$ cat config.mk
export PLATFORM = sky130hd
export DESIGN_NAME = outer_loop_seq_flat
export DESIGN_NICKNAME = d
export VERILOG_FILES = /design/src/rtl/outer_loop_seq_if.sv /design/src/rtl/outer_loop_seq.sv /design/src/flat_wrapper.sv
export SDC_FILE = /design/constraint.sdc
export NUM_CORES = 1
export LEC_CHECK = 0
export CAP_MARGIN = 20
export CORE_ASPECT_RATIO = 1.2
export CORE_MARGIN = 8
export CORE_UTILIZATION = 48
export DETAILED_ROUTE_END_ITERATION = 8
export GPL_TIMING_DRIVEN = 0
export HOLD_SLACK_MARGIN = 0.06
export PLACE_DENSITY = 0.82
export SLEW_MARGIN = 20
export SYNTH_ARGS = -nofsm -noshare
export SYNTH_HDL_FRONTEND = slang
export SYNTH_SLANG_ARGS = --single-unit
$ cat constraint.sdc
create_clock -name MasterClock -period 4.2 [get_ports MasterClock]
set_input_delay 0.63 -clock MasterClock [delete_from_list [all_inputs] [get_ports MasterClock]]
set_output_delay 0.63 -clock MasterClock [all_outputs]
set_load 0.005 [all_outputs]
$ cat src/rtl/outer_loop_seq_if.sv
// Control/status bundle between the outer-loop sequencer and its user.
// The slave side is the sequencer; the master side drives the controls.
interface outer_loop_seq_if #(
    parameter int unsigned WIDTH = 8
);
    logic             LD;
    logic [WIDTH-1:0] DIN;
    logic             GO;
    logic             STOP;
    logic             INNER_DONE;
    logic             INNER_START;
    logic [WIDTH-1:0] CNT;
    logic             BUSY;
    logic             DONE;

    modport slave (
        input  LD, DIN, GO, STOP, INNER_DONE,
        output INNER_START, CNT, BUSY, DONE
    );

    modport master (
        output LD, DIN, GO, STOP, INNER_DONE,
        input  INNER_START, CNT, BUSY, DONE
    );
endinterface

$ cat src/rtl/outer_loop_seq.sv
// Outer-loop sequencer for the blitter: holds a loadable iteration count,
// launches one inner pass per iteration and pulses DONE at terminal count.
// A loaded count of 0 runs 2^WIDTH iterations.
module outer_loop_seq #(
    parameter int unsigned WIDTH = 8
) (
    input  logic               MasterClock,
    input  logic               RESET,
    outer_loop_seq_if.slave    bus
);

    typedef enum logic [1:0] {
        S_IDLE,
        S_LAUNCH,
        S_WAIT,
        S_STEP
    } state_t;

    state_t           state, state_nxt;
    logic [WIDTH-1:0] cnt, cnt_nxt;
    logic             done_r, done_nxt;

    // State, count and DONE registers
    always_ff @(posedge MasterClock or posedge RESET) begin
        if (RESET) begin
            state  <= S_IDLE;
            cnt    <= '0;
            done_r <= 1'b0;
        end else begin
            state  <= state_nxt;
            cnt    <= cnt_nxt;
            done_r <= done_nxt;
        end
    end

    // Next-state, count and DONE decode; STOP outranks every busy transition
    always_comb begin
        state_nxt = state;
        cnt_nxt   = cnt;
        done_nxt  = 1'b0;
        unique case (state)
            S_IDLE: begin
                if (bus.LD) begin
                    cnt_nxt = bus.DIN;
                end else if (bus.GO) begin
                    state_nxt = S_LAUNCH;
                end
            end
            S_LAUNCH: begin
                state_nxt = bus.STOP ? S_IDLE : S_WAIT;
            end
            S_WAIT: begin
                if (bus.STOP) begin
                    state_nxt = S_IDLE;
                end else if (bus.INNER_DONE) begin
                    state_nxt = S_STEP;
                end
            end
            S_STEP: begin
                if (bus.STOP) begin
                    state_nxt = S_IDLE;
                end else begin
                    cnt_nxt = cnt - WIDTH'(1);
                    if (cnt == WIDTH'(1)) begin
                        state_nxt = S_IDLE;
                        done_nxt  = 1'b1;
                    end else begin
                        state_nxt = S_LAUNCH;
                    end
                end
            end
            default: begin
                state_nxt = S_IDLE;
            end
        endcase
    end

    // Outputs decoded purely from registered state
    always_comb begin
        bus.INNER_START = (state == S_LAUNCH);
        bus.BUSY        = (state != S_IDLE);
        bus.DONE        = done_r;
        bus.CNT         = cnt;
    end

endmodule

$ cat src/flat_wrapper.sv
// flat-port wrapper written by rule: the top's interface ports become plain ports
module outer_loop_seq_flat 
#(
    parameter int unsigned WIDTH = 8
)
  (MasterClock, RESET, bus_LD, bus_DIN, bus_GO, bus_STOP, bus_INNER_DONE, bus_INNER_START, bus_CNT, bus_BUSY, bus_DONE);
  outer_loop_seq_if #(.WIDTH(WIDTH)) bus_i ();
  input  logic MasterClock;
  input  logic RESET;
  input wire logic [$bits(bus_i.LD)-1:0] bus_LD;
  input wire logic [$bits(bus_i.DIN)-1:0] bus_DIN;
  input wire logic [$bits(bus_i.GO)-1:0] bus_GO;
  input wire logic [$bits(bus_i.STOP)-1:0] bus_STOP;
  input wire logic [$bits(bus_i.INNER_DONE)-1:0] bus_INNER_DONE;
  output wire logic [$bits(bus_i.INNER_START)-1:0] bus_INNER_START;
  output wire logic [$bits(bus_i.CNT)-1:0] bus_CNT;
  output wire logic [$bits(bus_i.BUSY)-1:0] bus_BUSY;
  output wire logic [$bits(bus_i.DONE)-1:0] bus_DONE;
  assign bus_i.LD = bus_LD;
  assign bus_i.DIN = bus_DIN;
  assign bus_i.GO = bus_GO;
  assign bus_i.STOP = bus_STOP;
  assign bus_i.INNER_DONE = bus_INNER_DONE;
  assign bus_INNER_START = bus_i.INNER_START;
  assign bus_CNT = bus_i.CNT;
  assign bus_BUSY = bus_i.BUSY;
  assign bus_DONE = bus_i.DONE;
  outer_loop_seq #(.WIDTH(WIDTH)) u_core (.MasterClock(MasterClock), .RESET(RESET), .bus(bus_i));
endmodule
[Word-level counts from Yosys, hierarchy flattened]
Index checks and enable logic that the tools add are counted.
Operators by class
  $add $sub $neg: 1
  multiply operators: 0
  divide/modulo/power cells: 0
  magnitude comparators: 0
  eq/ne operators: 9
  shifts and indexed selects: 0
  mux-type cells: 14
  bitwise logic cells: 0
  reduce and logical (&&, ||, !) cells: 5
Operators with widths (count)
  2-to-1 mux 8 bit: 2
  case mux 8 bit (2 select lines): 1
  2-to-1 mux 2 bit: 6
  == test 8 x 1 -> 1 bit, second input constant: 1
  != test 2 bit, second input constant: 4
  case mux 2 bit (4 select lines): 1
  subtractor 8 x 1 -> 8 bit, second input constant: 1
  AND reduction 3 bit: 2
  == test 2 bit, second input constant: 2
  2-to-1 mux 1 bit: 4
  nonzero test 2 bit: 2
  != test 3 bit, second input constant: 1
  == test 2 x 1 -> 1 bit, second input constant: 1
  zero test 2 bit: 1
Word-level totals
  flip-flop bits (word level): 11
  latch bits: 0
  bits in writable memories: 0
  memory bits (read-only): 0
  output and inout port bits: 11
  word-level logic and storage cells: 32
  memories: 0

[Logic depth before layout (Yosys ltp)]
Gate-level depths: netlist of the first run.
  depth after elaboration: 4
  depth in mapped cells: 6

[Worst setup path before layout of the first run]
OpenSTA, ideal clock, no wires.
  path kind: input to register
  from: input port bus_LD
  to: register u_core.cnt[1], in the netlist u_core.bus.CNT[1]
  setup time: 0.125 ns
  data arrival time: 1.651 ns
  setup slack: 2.423 ns
  stages on the path: 5
  path buffers: 2
  path through: or3b_1 buf_2 and2_4 buf_6 mux2_4
On the way
  cells in the longest elaborated chain, start to end: 2
RTL lines
  start, declared: line flat_wrapper.sv:10  | input wire logic [$bits(bus_i.LD)-1:0] bus_LD;
  != test 2 bit (no source line)
  AND reduction 3 bit (no source line)
  end signal, assigned: line outer_loop_seq.sv:31  | cnt <= cnt_nxt;
  end, declared: line outer_loop_seq.sv:20  | logic [WIDTH-1:0] cnt, cnt_nxt;
Every way passes these cells.
A chain may end at the register's enable or synchronous reset.

[Worst setup path in the final report of the first run]
  from: register u_core.state[1]
  to: output port bus_INNER_START
On the way
  cells in the longest elaborated chain, start to end: 1
RTL lines
  start, declared: line outer_loop_seq.sv:19  | state_t state, state_nxt;
  start signal, assigned: line outer_loop_seq.sv:30  | state <= state_nxt;
  == test 2 x 1 -> 1 bit: line outer_loop_seq.sv:80  | bus.INNER_START = (state == S_LAUNCH);
  end, declared: line flat_wrapper.sv:15  | output wire logic [$bits(bus_i.INNER_START)-1:0] bus_INNER_START;
Every way passes these cells.

==> results of run 1 <==
## sequential cells by signal, indices dropped and copies added (netlist names)
name,count
u_core.bus.CNT,8
u_core.bus.DONE,1
u_core.state,2
## kinds of logic after synthesis
family | share of synthesized area
flip-flops | 0.348
XOR/XNOR | 0.0111
adder cells (fa/ha/maj) | 0.0316
AND/OR/NAND/NOR | 0.236
AO/OA/AOI/OAI | 0.260
multiplexers | 0.0190
buffers and inverters | 0.0949
## routing by layer
layer	part of all wire	up-vias
li1	-	372
met1	0.42	359
met2	0.51	23
met3	0.053	6
met4	0.014	0
met5	0	-
## cells in the mapped netlist, drive strengths merged, types with 2 or more instances
cell type,number
a21oi,5
ha,2
nor4bb,2
nor3b,2
a22oi,3
inv,6
dfrtp,11
nor4b,2
o211ai,4
o22a,3
nand3,3
and2,2
nor2b,2
clkbuf,3
a31oi,3
buf,4
nor2,3
a2bb2oi,3
## per-stage QoR
stage | cell area [µm²] | setup slack [ns]
2_1_floorplan | 791 | 2.42
6_report | 1080 | 1.88
3_3_place_gp | 1050 | 1.83
5_1_grt | 1080 | 1.80
3_5_place_dp | 1050 | 1.81
4_1_cts | 1080 | 1.87
## how the worst max path moves through the flow
stage,from,to,slack (ns)
after floorplan,bus_LD,u_core.bus.CNT[1]$_DFFE_PP0P_,2.42
after global placement,bus_LD,u_core.bus.CNT[1]$_DFFE_PP0P_,1.83
after detailed placement,bus_LD,u_core.bus.CNT[1]$_DFFE_PP0P_,1.81
after CTS,u_core.state[1]$_DFFE_PP0P_,bus_INNER_START,1.87
after global routing,u_core.state[1]$_DFFE_PP0P_,bus_INNER_START,1.80
final,u_core.state[1]$_DFFE_PP0P_,bus_INNER_START,1.88
## worst reg2reg max path, cell delays in order, from the launching register on
cell and delay [ns]:
dfrtp_1 0.37, buf_6 0.13, or3b_1 0.34, buf_2 0.18
and2_4 0.17, buf_6 0.13, mux2_4 0.29
## layout make-up
class	count	area (µm²)	area share
inverter	6	22.5	0.0209
sequential	11	275	0.255
tap	18	22.5	0.0209
multi-input combinational	59	440	0.408
buffer	7	52.6	0.0487
timing repair buffer	24	240	0.222
clock buffer	4	26.3	0.0243
## cells in the final DEF (no fill, tap or decap), types with 3 or more instances in the layout
master / netlist / layout
inv_1: 6 / 6
o211ai_1: 4 / 4
nand3_1: 3 / 3
clkbuf_4: 0 / 3
dfrtp_1: 11 / 11
a22oi_1: 3 / 3
a2bb2oi_1: 3 / 3
buf_6: 3 / 3
nor2_1: 3 / 3
clkdlybuf4s50_1: 0 / 24
a31oi_1: 3 / 3
a21oi_1: 5 / 5
## power by group
group / total (mW) / internal (mW) / switching [mW]
registers: 0.191 / 0.139 / 0.0526
logic: 0.245 / 0.147 / 0.0979
clock network: 0.0739 / 0.0368 / 0.0371
==> out/metrics.cfg, run 1 <==
[power]
p_leak_nw=0.439
vdd_drop_max_mv=0.259
p_per_area_nw_per_um2=472
p_total_mw=0.510

[run_status]
status=finished clean

[worst_setup_path]
required_ns=3.57
cpPeakStageDelay_ns=0.51
rr_startpoint=u_core.state[1]$_DFFE_PP0P_
crit_slowest_cell=clkdlybuf4s50_1
r2r-end=u_core.bus.CNT[1]$_DFFE_PP0P_
cp_num_buf_inv=3
crit_cells=4
rr_worst_depth=6
cp-start-kind=flip-flop
crit_arrival_ns=1.69
cpLargestDelayFamily=buffers and inverters
r2r_slack_ns=2.49
end_kind=primary output
crit_chain=buf_6 > clkbuf_1 > nor2b_1 > clkdlybuf4s50_1
path_max_fanout=10
criticalPathCategory=reg2out

[routing]
drt_iter0_drc=19
avgViaCountPerCell=5.89
routed_wl_um=2230
vias=760
firstDrtPassIters=4
drc=0
ant_nets=0
post_drt_wl_per_cell_um=17.3

[grt]
met3_usage=0.0368
gr-total-overflow=0
grt_first_pass_wirelength_um=3460
first_global_vias=781
antenna_found_initial=0
grt_util_met2=0.250
grt_most_used_layer=met2
grt_max_degree=12
grt_usage=0.141
use_met1=0.146

[synthesis]
syn-num-nets=99
syn-instance-count=83
synth.largest_area_cell=dfrtp_1
netlist_area_um2=791
yosys-top-cells-area=dfrtp_1, buf_6, o211ai_1
synthArstFlopShare=1.00
yosys_register_bits=11
ys.warnings.count=0
yosysSeqAreaShare=0.348
synth.avg_cell_area_um2=9.53
ys_types=42
yosysTopAreaCellShare=0.348
synth_ff_type=dfrtp_1
synth-edff-count=0

[floorplan]
die_area_um2=3210
rows=16
die_w_um=53.1
initial_utilization=0.500
pin_count=25
coreArea_um2=1580
fp.dieH_um=60.5

[timing]
tightest_slew_ns=0.530
slew_headroom=0.642
min_period_ns=2.32
rsz0062_at_grt=false
finClkSkew_ns=0.00285
tns_ns=0
fin_crit_sh=0.553
max_freq_ghz=0.431
fin_hold_ws_ns=0.626
hold_violations=0
final-max-slew-violation-count=0
setup_violations=0

[cts]
postCtsSetupBuffers=0
h-tree-depth=1
clkTransAtPathRegs_ns=0.07
clockBufferDepth=2
clock_latency_ns=0.27
cts-root-buf=clkbuf_4
cts_resized=0
cts-hold-fix-buffers=0
tritoncts=yes
cts_sinks=11
numCtsBuffers=3

[job]
maxCapViolCount=0

[cells_and_area]
finalNetCount=128
drive_gt1_frac=0.135
fillers=142
utilization=0.683
antenna_cells=0
fin_cells=129
syn_to_final_growth_pct=36.6

[place]
place_congestion=0.872
dp_hpwl_um=1660
dpl.cell_count=125
io_buffers=24

[min_path]
hold_class=reg2reg
min_to=u_core.bus.CNT[6]$_DFFE_PP0P_
hp-start=u_core.bus.CNT[6]$_DFFE_PP0P_
hold_depth=2

(Power assumes the default switching activity.)
==> run 2, diff against run 1 <==
Settings changed: CORE_UTILIZATION 48 to 40, PLACE_DENSITY 0.82 to 0.73.
Clock period 4.2 ns to 2.1 ns, I/O delays scaled along.
==> out/metrics.cfg, run 2 (synthesis gave the netlist of run 1 again) <==
[run_status]
status=finished clean  ; unchanged

[floorplan]
die_w_um=56.6  ; was 53.1 µm
rows=17  ; was 16
initial_utilization=0.427  ; was 0.500
die_area_um2=3660  ; was 3210 µm²
pin_count=25  ; unchanged
coreArea_um2=1850  ; was 1580 µm²
fp.dieH_um=64.7  ; was 60.5 µm

[worst_setup_path]
criticalPathCategory=reg2out  ; unchanged
crit_arrival_ns=1.55  ; was 1.69 ns
crit_chain=buf_6 > nor2b_1 > clkdlybuf4s50_1  ; was buf_6 > clkbuf_1 > nor2b_1 > clkdlybuf4s50_1
required_ns=1.78  ; was 3.57 ns
cp-start-kind=flip-flop  ; unchanged
path_max_fanout=10  ; unchanged
end_kind=primary output  ; unchanged
crit_slowest_cell=clkdlybuf4s50_1  ; unchanged
cpPeakStageDelay_ns=0.51  ; about the same

[cts]
cts-root-buf=clkbuf_4  ; unchanged
clock_latency_ns=0.29  ; was 0.27 ns
clockBufferDepth=2  ; unchanged
cts_resized=0  ; unchanged
h-tree-depth=1  ; unchanged
cts-hold-fix-buffers=0  ; unchanged
numCtsBuffers=3  ; unchanged
cts_sinks=11  ; unchanged
clkTransAtPathRegs_ns=0.09  ; was 0.07 ns
tritoncts=yes  ; unchanged
postCtsSetupBuffers=0  ; unchanged

[cells_and_area]
fin_cells=129  ; unchanged
syn_to_final_growth_pct=36.4  ; was 36.6%
drive_gt1_frac=0.145  ; was 0.135
antenna_cells=0  ; unchanged
largest_register_ffs=8  ; unchanged
utilization=0.583  ; was 0.683
finalNetCount=127  ; was 128
final_cell_mix=clkdlybuf4s50_1, dfrtp_1, inv_1, a21oi_1, o211ai_1  ; unchanged
final_common_cell=clkdlybuf4s50_1  ; unchanged

[timing]
tightest_slew_ns=0.472  ; was 0.530 ns
min_period_ns=1.87
final-max-slew-violation-count=0  ; unchanged
setup_violations=0  ; unchanged
finClkSkew_ns=0.00881  ; was 0.00285 ns
max_freq_ghz=0.535
hold_violations=0  ; unchanged
fin_hold_ws_ns=0.329  ; was 0.626 ns
tns_ns=0  ; unchanged
fin_crit_sh=0.890
rsz0062_at_grt=false  ; unchanged
slew_headroom=0.685  ; was 0.642

[place]
io_buffers=24  ; unchanged
place_congestion=0.820  ; was 0.872
dp_hpwl_um=1600  ; was 1660 µm
dpl.cell_count=126  ; was 125

[power]
p_switching_mw=0.390  ; was 0.188 mW
swShare=0.379  ; was 0.368
p_leak_nw=0.441  ; was 0.439 nW
power.internal_mw=0.641  ; was 0.322 mW
p_per_area_nw_per_um2=956  ; was 472 nW/µm²
p_comb_frac=0.473  ; was 0.480
vdd_drop_max_mv=0.457  ; was 0.259 mV
pwr-share-seq=0.371  ; was 0.375
clkPwrFrac=0.156  ; was 0.145

[routing]
routed_wl_um=2240  ; was 2230 µm
ant_nets=0  ; unchanged
firstDrtPassIters=4  ; unchanged
drc=0  ; unchanged
avgViaCountPerCell=5.86  ; was 5.89
drt_iter0_drc=21  ; was 19
post_drt_wl_per_cell_um=17.3  ; about the same
vias=756  ; was 760

[min_path]
hold_class=in2async  ; was reg2reg

[grt]
grt_usage=0.126  ; was 0.141
first_global_vias=821  ; was 781
grt_first_pass_wirelength_um=3830  ; was 3460 µm
gr-total-overflow=0  ; unchanged
grt_max_degree=12  ; unchanged
antenna_found_initial=0  ; unchanged

[job]
maxCapViolCount=0  ; unchanged

## run 2: worst paths after layout
check | from | endpoint | slack, ns | cells after the start
setup / recovery | u_core.state[0]$_DFFE_PP0P_ | bus_INNER_START | 0.23 | 3
hold / removal | RESET | u_core.bus.CNT[2]$_DFFE_PP0P_ | 0.33 | 2
setup reg to reg | u_core.state[1]$_DFFE_PP0P_ | u_core.bus.CNT[1]$_DFFE_PP0P_ | 0.35 | 6
hold reg to reg | u_core.bus.CNT[6]$_DFFE_PP0P_ | u_core.bus.CNT[6]$_DFFE_PP0P_ | 0.63 | 2
max in group asynchronous | RESET | u_core.bus.CNT[4]$_DFFE_PP0P_ | 1.44 | 2
min in group MasterClock | u_core.bus.CNT[6]$_DFFE_PP0P_ | u_core.bus.CNT[6]$_DFFE_PP0P_ | 0.63 | 2
## run 2: power groups by stage
stage | Clock (mW) | Combinational (mW) | Sequential, mW
after global routing | 0.164 | 0.538 | 0.393
after global placement | 0 | 0.482 | 0.381
after CTS | 0.161 | 0.494 | 0.379
after floorplan | 0 | 0.266 | 0.366
after detailed placement | 0 | 0.490 | 0.383
final | 0.161 | 0.487 | 0.383
## run 2: metal layers
| layer | track usage | part of all wire | vias to the layer above |
|---|---|---|---|
| li1 | - | - | 371 |
| met1 | 0.151 | 0.46 | 354 |
| met2 | 0.201 | 0.46 | 26 |
| met3 | 0.0390 | 0.066 | 5 |
| met4 | 0.0602 | 0.021 | 0 |
| met5 | 0 | 0 | - |
## run 2: per-stage QoR
step                total power, mW  cell area (µm²)  setup slack, ns
detailed placement            0.872             1050           0.0132
floorplan                     0.632              791            0.471
global placement              0.862             1050           0.0417
finish                         1.03             1080            0.232
CTS                            1.03             1080           0.0759
global route                   1.10             1080            0.147
## run 2: cell type report
type | count | area, µm²
Buffer | 6 | 48.8
Multi-Input combinational cell | 59 | 440
Tap cell | 19 | 23.8
Timing Repair Buffer | 24 | 240
Fill cell | 177 | 772
Clock buffer | 3 | 22.5
Inverter | 6 | 22.5
Sequential cell | 11 | 275
Clock inverter | 1 | 5.00
## run 2: worst max-delay path: cells and delay by family, from the launching register on
| family | cells | cell delay [ns] |
|---|---|---|
| simple gates | 1 | 0.13 |
| flops | 1 | 0.45 |
| buf+inv | 2 | 0.68 |
==> run 3, diff against run 2 <==
Settings changed: ABC_CLOCK_PERIOD_IN_PS set to 2100.
==> results of run 3 <==
The final DEF is identical to that of run 2; final timing and power are the same.
